--- src/rtl/mul_div_unit.sv ---
// Iterative RV32M multiply/divide unit: radix-2 shift-add multiply and restoring divide,
// one bit per cycle, with a start/busy/done handshake.
module mul_div_unit #(
    parameter int WIDTH = 32
) (
    input  logic             clk,
    input  logic             reset,
    input  logic             Start_i,
    input  logic [2:0]       MDU_Operation_i,
    input  logic [WIDTH-1:0] A_i,
    input  logic [WIDTH-1:0] B_i,
    output logic             Busy_o,
    output logic             Done_o,
    output logic [WIDTH-1:0] Result_o,
    output logic             Zero_o
);
    localparam int CW = $clog2(WIDTH) + 1;
    localparam logic [WIDTH-1:0] MIN_VAL = {1'b1, {(WIDTH-1){1'b0}}};

    typedef enum logic [1:0] {IDLE, PREP, CALC, FIN} state_t;

    state_t             state_reg, state_next;
    logic [2:0]         op_reg, op_next;
    logic [WIDTH-1:0]   a_reg, a_next, b_reg, b_next;
    logic [WIDTH-1:0]   operand_reg, operand_next;
    logic [2*WIDTH-1:0] acc_reg, acc_next;
    logic               neg_reg, neg_next;
    logic [CW-1:0]      cnt_reg, cnt_next;
    logic [WIDTH-1:0]   result_reg, result_next;
    logic               zero_reg, zero_next, done_reg, done_next;

    // Operand classification and magnitudes
    logic             is_div, is_rem, a_signed, b_signed, sign_a, sign_b;
    logic             div_zero, overflow;
    logic [WIDTH-1:0] mag_a, mag_b;

    assign is_div   = op_reg[2];
    assign is_rem   = op_reg[2] & op_reg[1];
    assign a_signed = (op_reg == 3'b001) | (op_reg == 3'b010) | (op_reg == 3'b100) | (op_reg == 3'b110);
    assign b_signed = (op_reg == 3'b001) | (op_reg == 3'b100) | (op_reg == 3'b110);
    assign sign_a   = a_signed & a_reg[WIDTH-1];
    assign sign_b   = b_signed & b_reg[WIDTH-1];
    assign mag_a    = sign_a ? -a_reg : a_reg;
    assign mag_b    = sign_b ? -b_reg : b_reg;
    assign div_zero = (b_reg == '0);
    assign overflow = ~op_reg[0] & (a_reg == MIN_VAL) & (b_reg == '1);

    // acc holds {partial product, multiplier} for multiply and {remainder, quotient} for divide
    logic [WIDTH-1:0]   acc_hi, acc_lo;
    logic [WIDTH:0]     add_sum, partial, shifted, diff;
    logic               ge;
    logic [2*WIDTH-1:0] mul_step, div_step, full_fin;
    logic [WIDTH-1:0]   quo_fin, rem_fin, fin_result;

    assign acc_hi   = acc_reg[2*WIDTH-1:WIDTH];
    assign acc_lo   = acc_reg[WIDTH-1:0];
    assign add_sum  = {1'b0, acc_hi} + {1'b0, operand_reg};
    assign partial  = acc_lo[0] ? add_sum : {1'b0, acc_hi};
    assign mul_step = {partial, acc_lo[WIDTH-1:1]};
    assign shifted  = {acc_hi, acc_lo[WIDTH-1]};
    assign diff     = shifted - {1'b0, operand_reg};
    assign ge       = ~diff[WIDTH];
    assign div_step = {(ge ? diff[WIDTH-1:0] : shifted[WIDTH-1:0]), acc_lo[WIDTH-2:0], ge};

    assign full_fin = neg_reg ? -acc_reg : acc_reg;
    assign quo_fin  = neg_reg ? -acc_lo : acc_lo;
    assign rem_fin  = neg_reg ? -acc_hi : acc_hi;

    always_comb begin
        fin_result = full_fin[2*WIDTH-1:WIDTH];
        if (is_rem)
            fin_result = rem_fin;
        else if (is_div)
            fin_result = quo_fin;
        else if (op_reg == 3'b000)
            fin_result = full_fin[WIDTH-1:0];
    end

    always_ff @(posedge clk) begin
        if (!reset)
            state_reg <= IDLE;
        else
            state_reg <= state_next;
    end

    always_comb begin
        state_next   = state_reg;
        op_next      = op_reg;
        a_next       = a_reg;
        b_next       = b_reg;
        operand_next = operand_reg;
        acc_next     = acc_reg;
        neg_next     = neg_reg;
        cnt_next     = cnt_reg;
        result_next  = result_reg;
        zero_next    = zero_reg;
        done_next    = 1'b0;
        case (state_reg)
            IDLE: begin
                if (Start_i) begin
                    op_next    = MDU_Operation_i;
                    a_next     = A_i;
                    b_next     = B_i;
                    state_next = PREP;
                end
            end
            PREP: begin
                cnt_next = CW'(WIDTH - 1);
                // Special cases preload {remainder, quotient} with the final answer
                if (is_div && div_zero) begin
                    acc_next   = {a_reg, {WIDTH{1'b1}}};
                    neg_next   = 1'b0;
                    state_next = FIN;
                end else if (is_div && overflow) begin
                    acc_next   = {{WIDTH{1'b0}}, a_reg};
                    neg_next   = 1'b0;
                    state_next = FIN;
                end else begin
                    neg_next     = is_rem ? sign_a : (sign_a ^ sign_b);
                    operand_next = is_div ? mag_b : mag_a;
                    acc_next     = {{WIDTH{1'b0}}, (is_div ? mag_a : mag_b)};
                    state_next   = CALC;
                end
            end
            CALC: begin
                acc_next = is_div ? div_step : mul_step;
                if (cnt_reg == '0)
                    state_next = FIN;
                else
                    cnt_next = cnt_reg - CW'(1);
            end
            FIN: begin
                result_next = fin_result;
                zero_next   = (fin_result == '0);
                done_next   = 1'b1;
                state_next  = IDLE;
            end
            default: state_next = IDLE;
        endcase
    end

    always_ff @(posedge clk) begin
        if (!reset) begin
            op_reg      <= '0;
            a_reg       <= '0;
            b_reg       <= '0;
            operand_reg <= '0;
            acc_reg     <= '0;
            neg_reg     <= 1'b0;
            cnt_reg     <= '0;
            result_reg  <= '0;
            zero_reg    <= 1'b1;
            done_reg    <= 1'b0;
        end else begin
            op_reg      <= op_next;
            a_reg       <= a_next;
            b_reg       <= b_next;
            operand_reg <= operand_next;
            acc_reg     <= acc_next;
            neg_reg     <= neg_next;
            cnt_reg     <= cnt_next;
            result_reg  <= result_next;
            zero_reg    <= zero_next;
            done_reg    <= done_next;
        end
    end

    assign Busy_o   = (state_reg != IDLE);
    assign Done_o   = done_reg;
    assign Result_o = result_reg;
    assign Zero_o   = zero_reg;
endmodule

--- config.mk ---
export PLATFORM = sky130hd
export DESIGN_NAME = mul_div_unit
export DESIGN_NICKNAME = d
export VERILOG_FILES = /design/src/rtl/mul_div_unit.sv
export SDC_FILE = /design/constraint.sdc
export NUM_CORES = 1
export LEC_CHECK = 0
export ABC_AREA = 1
export CAP_MARGIN = 20
export CORE_AREA = 2 2 200 202
export DETAILED_ROUTE_END_ITERATION = 16
export DIE_AREA = 0 0 202 204
export GPL_ROUTABILITY_DRIVEN = 0
export MAX_ROUTING_LAYER = met4
export PLACE_DENSITY = 0.68
export REMOVE_ABC_BUFFERS = 1
export SYNTH_ARGS = -nofsm -noshare
export SYNTH_HDL_FRONTEND = slang
export SYNTH_SLANG_ARGS = --single-unit
--- constraint.sdc ---
create_clock -name clk -period 2.8 [get_ports clk]
set_input_delay 0.56 -clock clk [delete_from_list [all_inputs] [get_ports clk]]
set_output_delay 0.56 -clock clk [all_outputs]
set_load 0.1 [all_outputs]
; ---- Yosys cells after proc, flatten, opt, wreduce, memory -nomap -nowiden
; Index checks and enable logic that the tools add are counted.
[word_totals]
register_bits = 206
latch_bits = 0
ram_bits = 0
romBits = 0
input_bits = 70
output_inout_bits = 35
n_memories = 0
[op_classes]
addsub = 8
multipliers = 0
div_mod_pow = 0
magnitude_cmp = 0
eq_ne = 12
n_shift = 0
mux = 27
bitwise = 15
reduce_logical = 13
[ops]
columns = operator, count
row1 = $mux W32, 11
row2 = $mux W64, 3
row3 = $neg A32 Y32, 4
row4 = $pmux W64 S2, 1
row5 = $eq A32 B32 Y1 const B, 2
row6 = $logic_not A32 Y1, 2
row7 = $neg A64 Y64, 1
row8 = $add A32 B32 Y33, 1
row9 = $mux W33, 1
row10 = $sub A33 B32 Y33, 1
row11 = $pmux W6 S2, 1
row12 = $pmux W2 S4, 1
row13 = $eq A3 B3 Y1 const B, 2
row14 = $logic_not A6 Y1, 1
row15 = $mux W1, 6
row16 = $mux W6, 1
row17 = $ne A2 B2 Y1 const B, 3
row18 = $reduce_and A2 Y1, 3
row19 = $sub A6 B1 Y6 const B, 1
row20 = $and A1 B1 Y1, 5
row21 = $or A1 B1 Y1, 5
row22 = $eq A2 B2 Y1 const B, 2
row23 = $mux W2, 2
row24 = $not A1 Y1, 4
row25 = 9 further kinds, 11

; ---- Depth between registers and ports, before layout
; Gate-level depths: netlist of the first run.
[depth]
ltp_word = 10
ltp_mapped = 20
ltp_nobuf = 19

; ---- Worst setup path after synthesis of the first run
; Ideal clock, no wire load.
[synth_timing]
path_type = reg-to-reg
from = reg acc_reg[0]
to = reg zero_reg (netlist: Zero_o)
setup_ns = 0.061
t_arrival_ns = 2.362
t_required_ns = 2.739
setup_slack_ns = 0.377
stages_incl_launch_ff = 21
n_path_buf = 2
period_less_slack_ns = 2.423
cell_sequence = dfxtp_1 -> inv_2 -> clkbuf_1 -> clkbuf_1 -> ha_1 -> nand2_1 -> nor2_1 -> nand2_1 -> nand2_2 -> nand3_1 -> nand2_1 -> nand3_1 -> nand2_1 -> inv_1 -> nor2_1 -> nand2_1 -> nor2_1 -> nand3_1 -> nor2_1 -> nand2_1 -> nand2_1
[synth_between]
elab_chain_cells = 6
word_cells_on_any_way = 8
[synth_rtl]
columns = element, line
row1 = "start, declared", 26  ; logic [2*WIDTH-1:0] acc_reg, acc_next;
row2 = "start signal, assigned", 159  ; acc_reg <= acc_next;
row3 = $neg A64 Y64, 65  ; assign full_fin = neg_reg ? -acc_reg : acc_reg;
row4 = $mux W64, 65
row5 = $mux W32, 75  ; else if (op_reg == 3'b000)
row6 = $mux W32 (*), 73  ; else if (is_div)
row7 = $mux W32 (*), 71  ; if (is_rem)
row8 = $logic_not A32 Y1 (*), 134  ; zero_next = (fin_result == '0);
row9 = "end signal, assigned", 163  ; zero_reg <= zero_next;
row10 = "end, declared", 30  ; logic zero_reg, zero_next, done_reg, done_next;
; Every way passes the cells marked *; elsewhere a longest branch is shown, timed or not.
; A chain may end at the register's enable or synchronous reset.

; ---- Worst setup path after layout of the first run
[layout_timing]
from = reg operand_reg[19]
to = reg acc_reg[32]
[layout_between]
elab_chain_cells = 4
[layout_rtl]
columns = element, line
row1 = "start, declared", 25  ; logic [WIDTH-1:0] operand_reg, operand_next;
row2 = "start signal, assigned", 158  ; operand_reg <= operand_next;
row3 = $sub A33 B32 Y33, 61  ; assign diff = shifted - {1'b0, operand_reg};
row4 = $mux W32, 63  ; assign div_step = {(ge ? diff[WIDTH-1:0] : shifted[WIDTH-1:0]), acc_lo[WIDTH-2:0], ge};
row5 = $mux W64, 126  ; acc_next = is_div ? div_step : mul_step;
row6 = $pmux W64 S2, 98  ; case (state_reg)
; No other way between the ends.

==> results of run 1 <==
area by class of cell:
class	instances	area share, %
Inverter	335	5.59
Antenna cell	1	0.0111
Clock inverter	7	0.544
Sequential cell	206	18.3
Timing Repair Buffer	238	9.20
Clock buffer	37	3.25
Tap cell	525	2.91
Multi-Input combinational cell	2654	60.1
cells in the final DEF (no fill, tap or decap), types with 35 or more instances in the layout:
| cell type | count |
|---|---|
| nand2_1 | 845 |
| dfxtp_1 | 201 |
| inv_1 | 307 |
| buf_4 | 160 |
| nor3_1 | 37 |
| clkdlybuf4s50_1 | 68 |
| nor2_1 | 325 |
| a21oi_1 | 393 |
| nand3_1 | 299 |
| xor2_1 | 88 |
| o211ai_1 | 35 |
| ha_1 | 71 |
| o21ai_0 | 318 |
synthesized netlist by cell type, types with 3 or more instances:
library cell    n
buf_6           7
nand4_1        30
or2_2           5
a21oi_2        12
a21oi_1       399
nor3_1         39
xnor2_1         6
dfxtp_1       206
buf_4           8
nor3_2          4
inv_2          25
o21ai_0       324
nand3b_1        5
o21ai_2         5
nand3_2         4
nand2_1       855
o221ai_1        3
nor2_1        337
clkbuf_1      104
o21ai_1        13
buf_2          21
xor2_1         88
nand3_1       304
a31oi_1        17
ha_1           76
nor4_1         11
nor2_4          6
nor2_2          8
buf_1          12
o21bai_1        6
o21a_1         11
o211ai_1       35
nand2_2         5
inv_1         308
a21o_1         12
through the flow:
step | instance area (um^2) | setup WS [ns] | setup TNS (ns) | hold WS [ns] | std cells
after floorplan | 18700 | -3.59 | -361.82 | 0.444 | 3191
final | 22500 | 0.0179 | 0 | 0.477 | 4003
after CTS | 22200 | 0.0278 | 0 | 0.482 | 3994
after global routing | 22500 | -0.0242 | -0.141 | 0.503 | 4003
after detailed placement | 21400 | 0.0357 | 0 | 0.469 | 3950
after global placement | 21400 | 0.0353 | 0 | 0.454 | 3950
power breakdown:
group | internal [W] | switching [W] | leakage (nW)
Combinational | 0.00664 | 0.0149 | 8.35
Clock | 0.00209 | 0.00140 | 0.413
Sequential | 0.00378 | 0.000977 | 1.69
worst paths after layout:
path | from | end | cells after the start
max | operand_reg[19] | acc_reg[32] | 15
min | Result_o[13] | Result_o[13] | 2
max reg2reg | operand_reg[19] | acc_reg[32] | 15
min reg2reg | Result_o[13] | Result_o[13] | 2
worst max-delay path, stage by stage (launching register included):
cell and delay (ns):
dfxtp_1 0.39, inv_1 0.07, ha_1 0.37, a21oi_1 0.21, o21ai_1 0.15, a21oi_2 0.17, nor2_1 0.09, nor2_4 0.18
buf_4 0.15, nand3_4 0.22, nand2_8 0.24, nand2_1 0.08, nand3_1 0.07, nand3_1 0.08, nand2_1 0.09, a21oi_1 0.06
timing repair:
action                     in CTS  in global routing
resized for setup               0                 66
setup buffers                   0                  4
setup endpoints to repair       0                 39
cells by family after synthesis:
family	Yosys count	synth area share, %
simple gates	1624	35.3
mux	1	0.0517
xor+xnor	95	4.34
buf+inv	489	10.2
fa+ha+maj	78	5.12
flops	206	21.3
compound gates	852	23.7
routing by layer:
metal / part of all wire, % / up-vias / GRT usage, %
met5: 0 / - / -
li1: - / 11300 / -
met1: 40 / 10700 / 49.7
met2: 41 / 1582 / 56.0
met4: 6.7 / 0 / 21.3
met3: 12 / 309 / 7.24
==> out/qor.csv, run 1 <==
metric,value,unit
Worst-Margin Slew,0.935,ns
Register Area,4130,um^2
total power,0.0298,W
Setup-failing EPs final,0,
vias in the first global route,21700,
crit path DAT,3.22,ns
maxcap violations,0,
Initial DRC Count,3197,
largest net degree at the start of global routing,91,
WL final,79900,um
first drt pass iteration count,7,
Cells after Synth,3345,
Critical Setup Path Class,reg2reg,
Slew Limit Fails,0,
leakage power,10.5,nW
starting density of the core,49.4,%
ranking of synthesized cells by area,"dfxtp_1, nand2_1, a21oi_1, o21ai_0, nand3_1",
Filler cells,3979,
Remaining DRCs,0,
"Seq/Total Area, Yosys",21.3,%
Post-Route Skew,0.0149,ns
Worst Path Required,3.24,ns
Layout Nets,3609,
max reg flops,64,
P&R area growth vs syn,16.4,%
Synth top area share,21.3,%
layout cells sized above 1,9.89,%
I/O pin total,105,
Die Wd,202,um
global-route usage over all layers,38.3,%
Synth cell types,59,
area of the multi-input gates,13600,um^2
chip height,204,um
Peak VDD IR,0.000787,V
clk root buf,clkbuf_16,
hold crit path type,reg2reg,
TritonCTS sink count,206,
"Cell Area, Synth",19400,um^2
drt wl/cell,20.0,um
fin util,57.5,%
Worst setup SP type,flop,
Slew HR,37.7,%
dominant synthesized flop cell,dfxtp_1,
clk slew on worst S/H paths,0.06,ns
crit end category,flop,
"Period Utilization, post-route",99.4,%
number of flops mapped to enable cells by yosys,0,
post-DP HPWL,61600,um
Buffers on Ports,104,
H-Tree Depth,1,
Synth async-reset ratio,0,%
core area,39200,um^2
vias per cell,5.99,
TritonCTS clock tree,built,
max frequency,359,MHz
status,"finished, final reports clean",
Yosys warning count,0,
final hold viol count,0,
vias,24000,
Die ar.,41200,um^2
Period minus WS final,2.78,ns
Mean Syn Cell Area,5.79,um^2
ANT nets after route,0,
synthesized flop and latch total,206,
hold buffers post-CTS,0,
global-route wire length before repair,121000,um
"area leader, netlist",dfxtp_1,
pwr dens,1320,nW/um^2
Worst R2R Setup Slack,0.02,ns
initial antenna violation count,1,
Clock Path Buffers,3,
worst-skew pair later-pin latency,0.57,ns
critical path peak fanout,8,
Num CTS Buffers,26,
row count,73,
final global-route overflow total,0,
(Power assumes the default switching activity.)
==> inputs of run 2 (changes only) <==
--- a/config.mk
+++ b/config.mk
@@ -13,7 +13,9 @@
 export GPL_ROUTABILITY_DRIVEN = 0
 export MAX_ROUTING_LAYER = met4
 export PLACE_DENSITY = 0.68
+export RECOVER_POWER = 25
 export REMOVE_ABC_BUFFERS = 1
+export SLEW_MARGIN = 20
 export SYNTH_ARGS = -nofsm -noshare
 export SYNTH_HDL_FRONTEND = slang
 export SYNTH_SLANG_ARGS = --single-unit
==> out/qor.csv, run 2 (same netlist as run 1, synthesis figures left out) <==
metric,value,unit,change
status,"finished, final reports clean",,
final global-route overflow total,0,,unchanged
relative contribution of sequential cells to total power,16.0,%,about the same
leakage power,10.4,nW,-0.55%
TritonCTS sink count,206,,unchanged
Clock Path Buffers,3,,unchanged
vias per cell,5.99,,+0.10%
final hold viol count,0,,unchanged
"Period Utilization, post-route",99.0,%,-0.38 points
pwr dens,1320,nW/um^2,about the same
first drt pass iteration count,7,,unchanged
I/O pin total,105,,unchanged
clk slew on worst S/H paths,0.06,ns,about the same
Slew Limit Fails,0,,unchanged
drt wl/cell,19.9,um,about the same
core area,39200,um^2,unchanged
starting density of the core,49.4,%,unchanged
WL final,79800,um,about the same
Num CTS Buffers,26,,unchanged
Period minus WS final,2.77,ns,-0.0107 ns
max frequency,361,MHz,+0.38%
Worst Path Required,3.24,ns,about the same
Critical Setup Path Class,reg2reg,,
Reg2Reg Depth,15,,unchanged
ANT nets after route,0,,unchanged
initial antenna violation count,1,,unchanged
vias in the first global route,21700,,unchanged
Placed Instances,3950,,unchanged
Worst setup SP type,flop,,
H-Tree Depth,1,,unchanged
Sw Pwr,0.0173,W,about the same
global-route wire length before repair,121000,um,unchanged
Worst-Margin Slew,1.18,ns,+0.240 ns
row count,73,,unchanged
post-DP HPWL,61600,um,unchanged
Post-Route Skew,0.0136,ns,-0.00130 ns
Die ar.,41200,um^2,unchanged
most frequent cells in the layout,"nand2_1, a21oi_1, nor2_1, o21ai_0, inv_1",,
Peak VDD IR,0.000789,V,+0.28%
Die Wd,202,um,unchanged
hold crit path type,reg2reg,,
clk root buf,clkbuf_16,,
Sw Share,58.1,%,+0.095 points
hold buffers post-CTS,0,,unchanged
"non-filler cells, final",4003,,unchanged
crit path DAT,3.21,ns,about the same
maxcap violations,0,,unchanged
global-route usage over all layers,38.3,%,unchanged
total power,0.0297,W,-0.22%
Initial DRC Count,3449,,+7.9%
Slew HR,22.0,%,-16 points
largest net degree at the start of global routing,91,,unchanged
max reg flops,64,,unchanged
Min Hold Slack,0.475,ns,-0.00247 ns
Buffers on Ports,104,,unchanged
internal cell power,0.0125,W,-0.44%
TritonCTS clock tree,built,,
crit end category,flop,,
power share of the clock group,11.7,%,about the same
hold path depth,2,,unchanged
chip height,204,um,unchanged
critical path peak fanout,5,,-3
"commonest non-fill, non-tap cell in the layout",nand2_1,,
layout cells sized above 1,9.55,%,-0.35 points
logic gate share of total power,72.3,%,about the same
Layout Nets,3609,,unchanged
Remaining DRCs,0,,unchanged
vias,24000,,+0.10%
worst-skew pair later-pin latency,0.57,ns,about the same
P&R area growth vs syn,16.0,%,
Setup-failing EPs final,0,,unchanged
-- run 2: changes by cell type in the layout (fill, tap and decap cells not counted) --
| cell | change |
|---|---|
| nand2_1 | +1 |
| buf_12 | -1 |
| clkbuf_1 | +11 |
| nand2_4 | -1 |
| clkbuf_2 | +3 |
| buf_4 | -13 |
-- run 2: area by class of cell --
class | instances | area [um^2]
Multi-Input combinational cell | 2654 | 13500
Tap cell | 525 | 657
Sequential cell | 206 | 4130
Clock inverter | 7 | 123
Timing Repair Buffer | 238 | 2010
Fill cell | 3991 | 16700
Clock buffer | 37 | 733
Antenna cell | 1 | 2.50
Inverter | 335 | 1260
-- run 2: what timing repair did --
action / 4_1_cts / 5_1_grt
buffers inserted: 0 / 4
gates resized for setup: 0 / 66
endpoints found under the setup margin: 0 / 39
-- run 2: final timing paths --
| path | slack (ns) | endpoint | startpoint |
|---|---|---|---|
| hold / removal | 0.47 | Result_o[13] | Result_o[13] |
| hold reg to reg | 0.47 | Result_o[13] | Result_o[13] |
| setup reg to reg | 0.03 | acc_reg[42] | operand_reg[19] |
| setup / recovery | 0.03 | acc_reg[42] | operand_reg[19] |
-- run 2: worst max-delay path: stages (launching register included) --
cell     delay (ns)
dfxtp_1        0.39
inv_1          0.07
ha_1           0.37
a21oi_1        0.20
o21ai_1        0.15
a21oi_2        0.18
nor2_1         0.09
nor2_4         0.18
buf_4          0.15
nand3_4        0.23
nand2_4        0.23
nand2_1        0.07
nand3_1        0.09
nand3_1        0.09
nand2_1        0.09
a21oi_1        0.06
-- run 2: power by group through the flow --
stage	combinational, W	clock [W]	sequential [W]
floorplan	0.0124	0	0.00536
global placement	0.0193	0	0.00473
detailed placement	0.0195	0	0.00475
CTS	0.0196	0.00351	0.00469
global route	0.0232	0.00362	0.00485
finish	0.0215	0.00349	0.00476
-- run 2: routing by layer --
| layer | up-vias | GRT usage (%) | part of all wire, % |
|---|---|---|---|
| met4 | 0 | 21.3 | 6.8 |
| met3 | 303 | 7.24 | 12 |
| met5 | - | - | 0 |
| met1 | 10800 | 49.7 | 40 |
| met2 | 1584 | 56.0 | 41 |
| li1 | 11300 | - | - |
-- run 2: metrics by stage --
stage               setup slack (ns)  util (%)  cell area (um^2)  TNS, ns
floorplan                      -3.59         -             18700  -361.82
global placement              0.0353      54.5             21400        0
detailed placement            0.0357      54.5             21400        0
CTS                           0.0278      56.7             22200        0
global route                 -0.0242      57.3             22500   -0.141
finish                        0.0286      57.3             22500        0
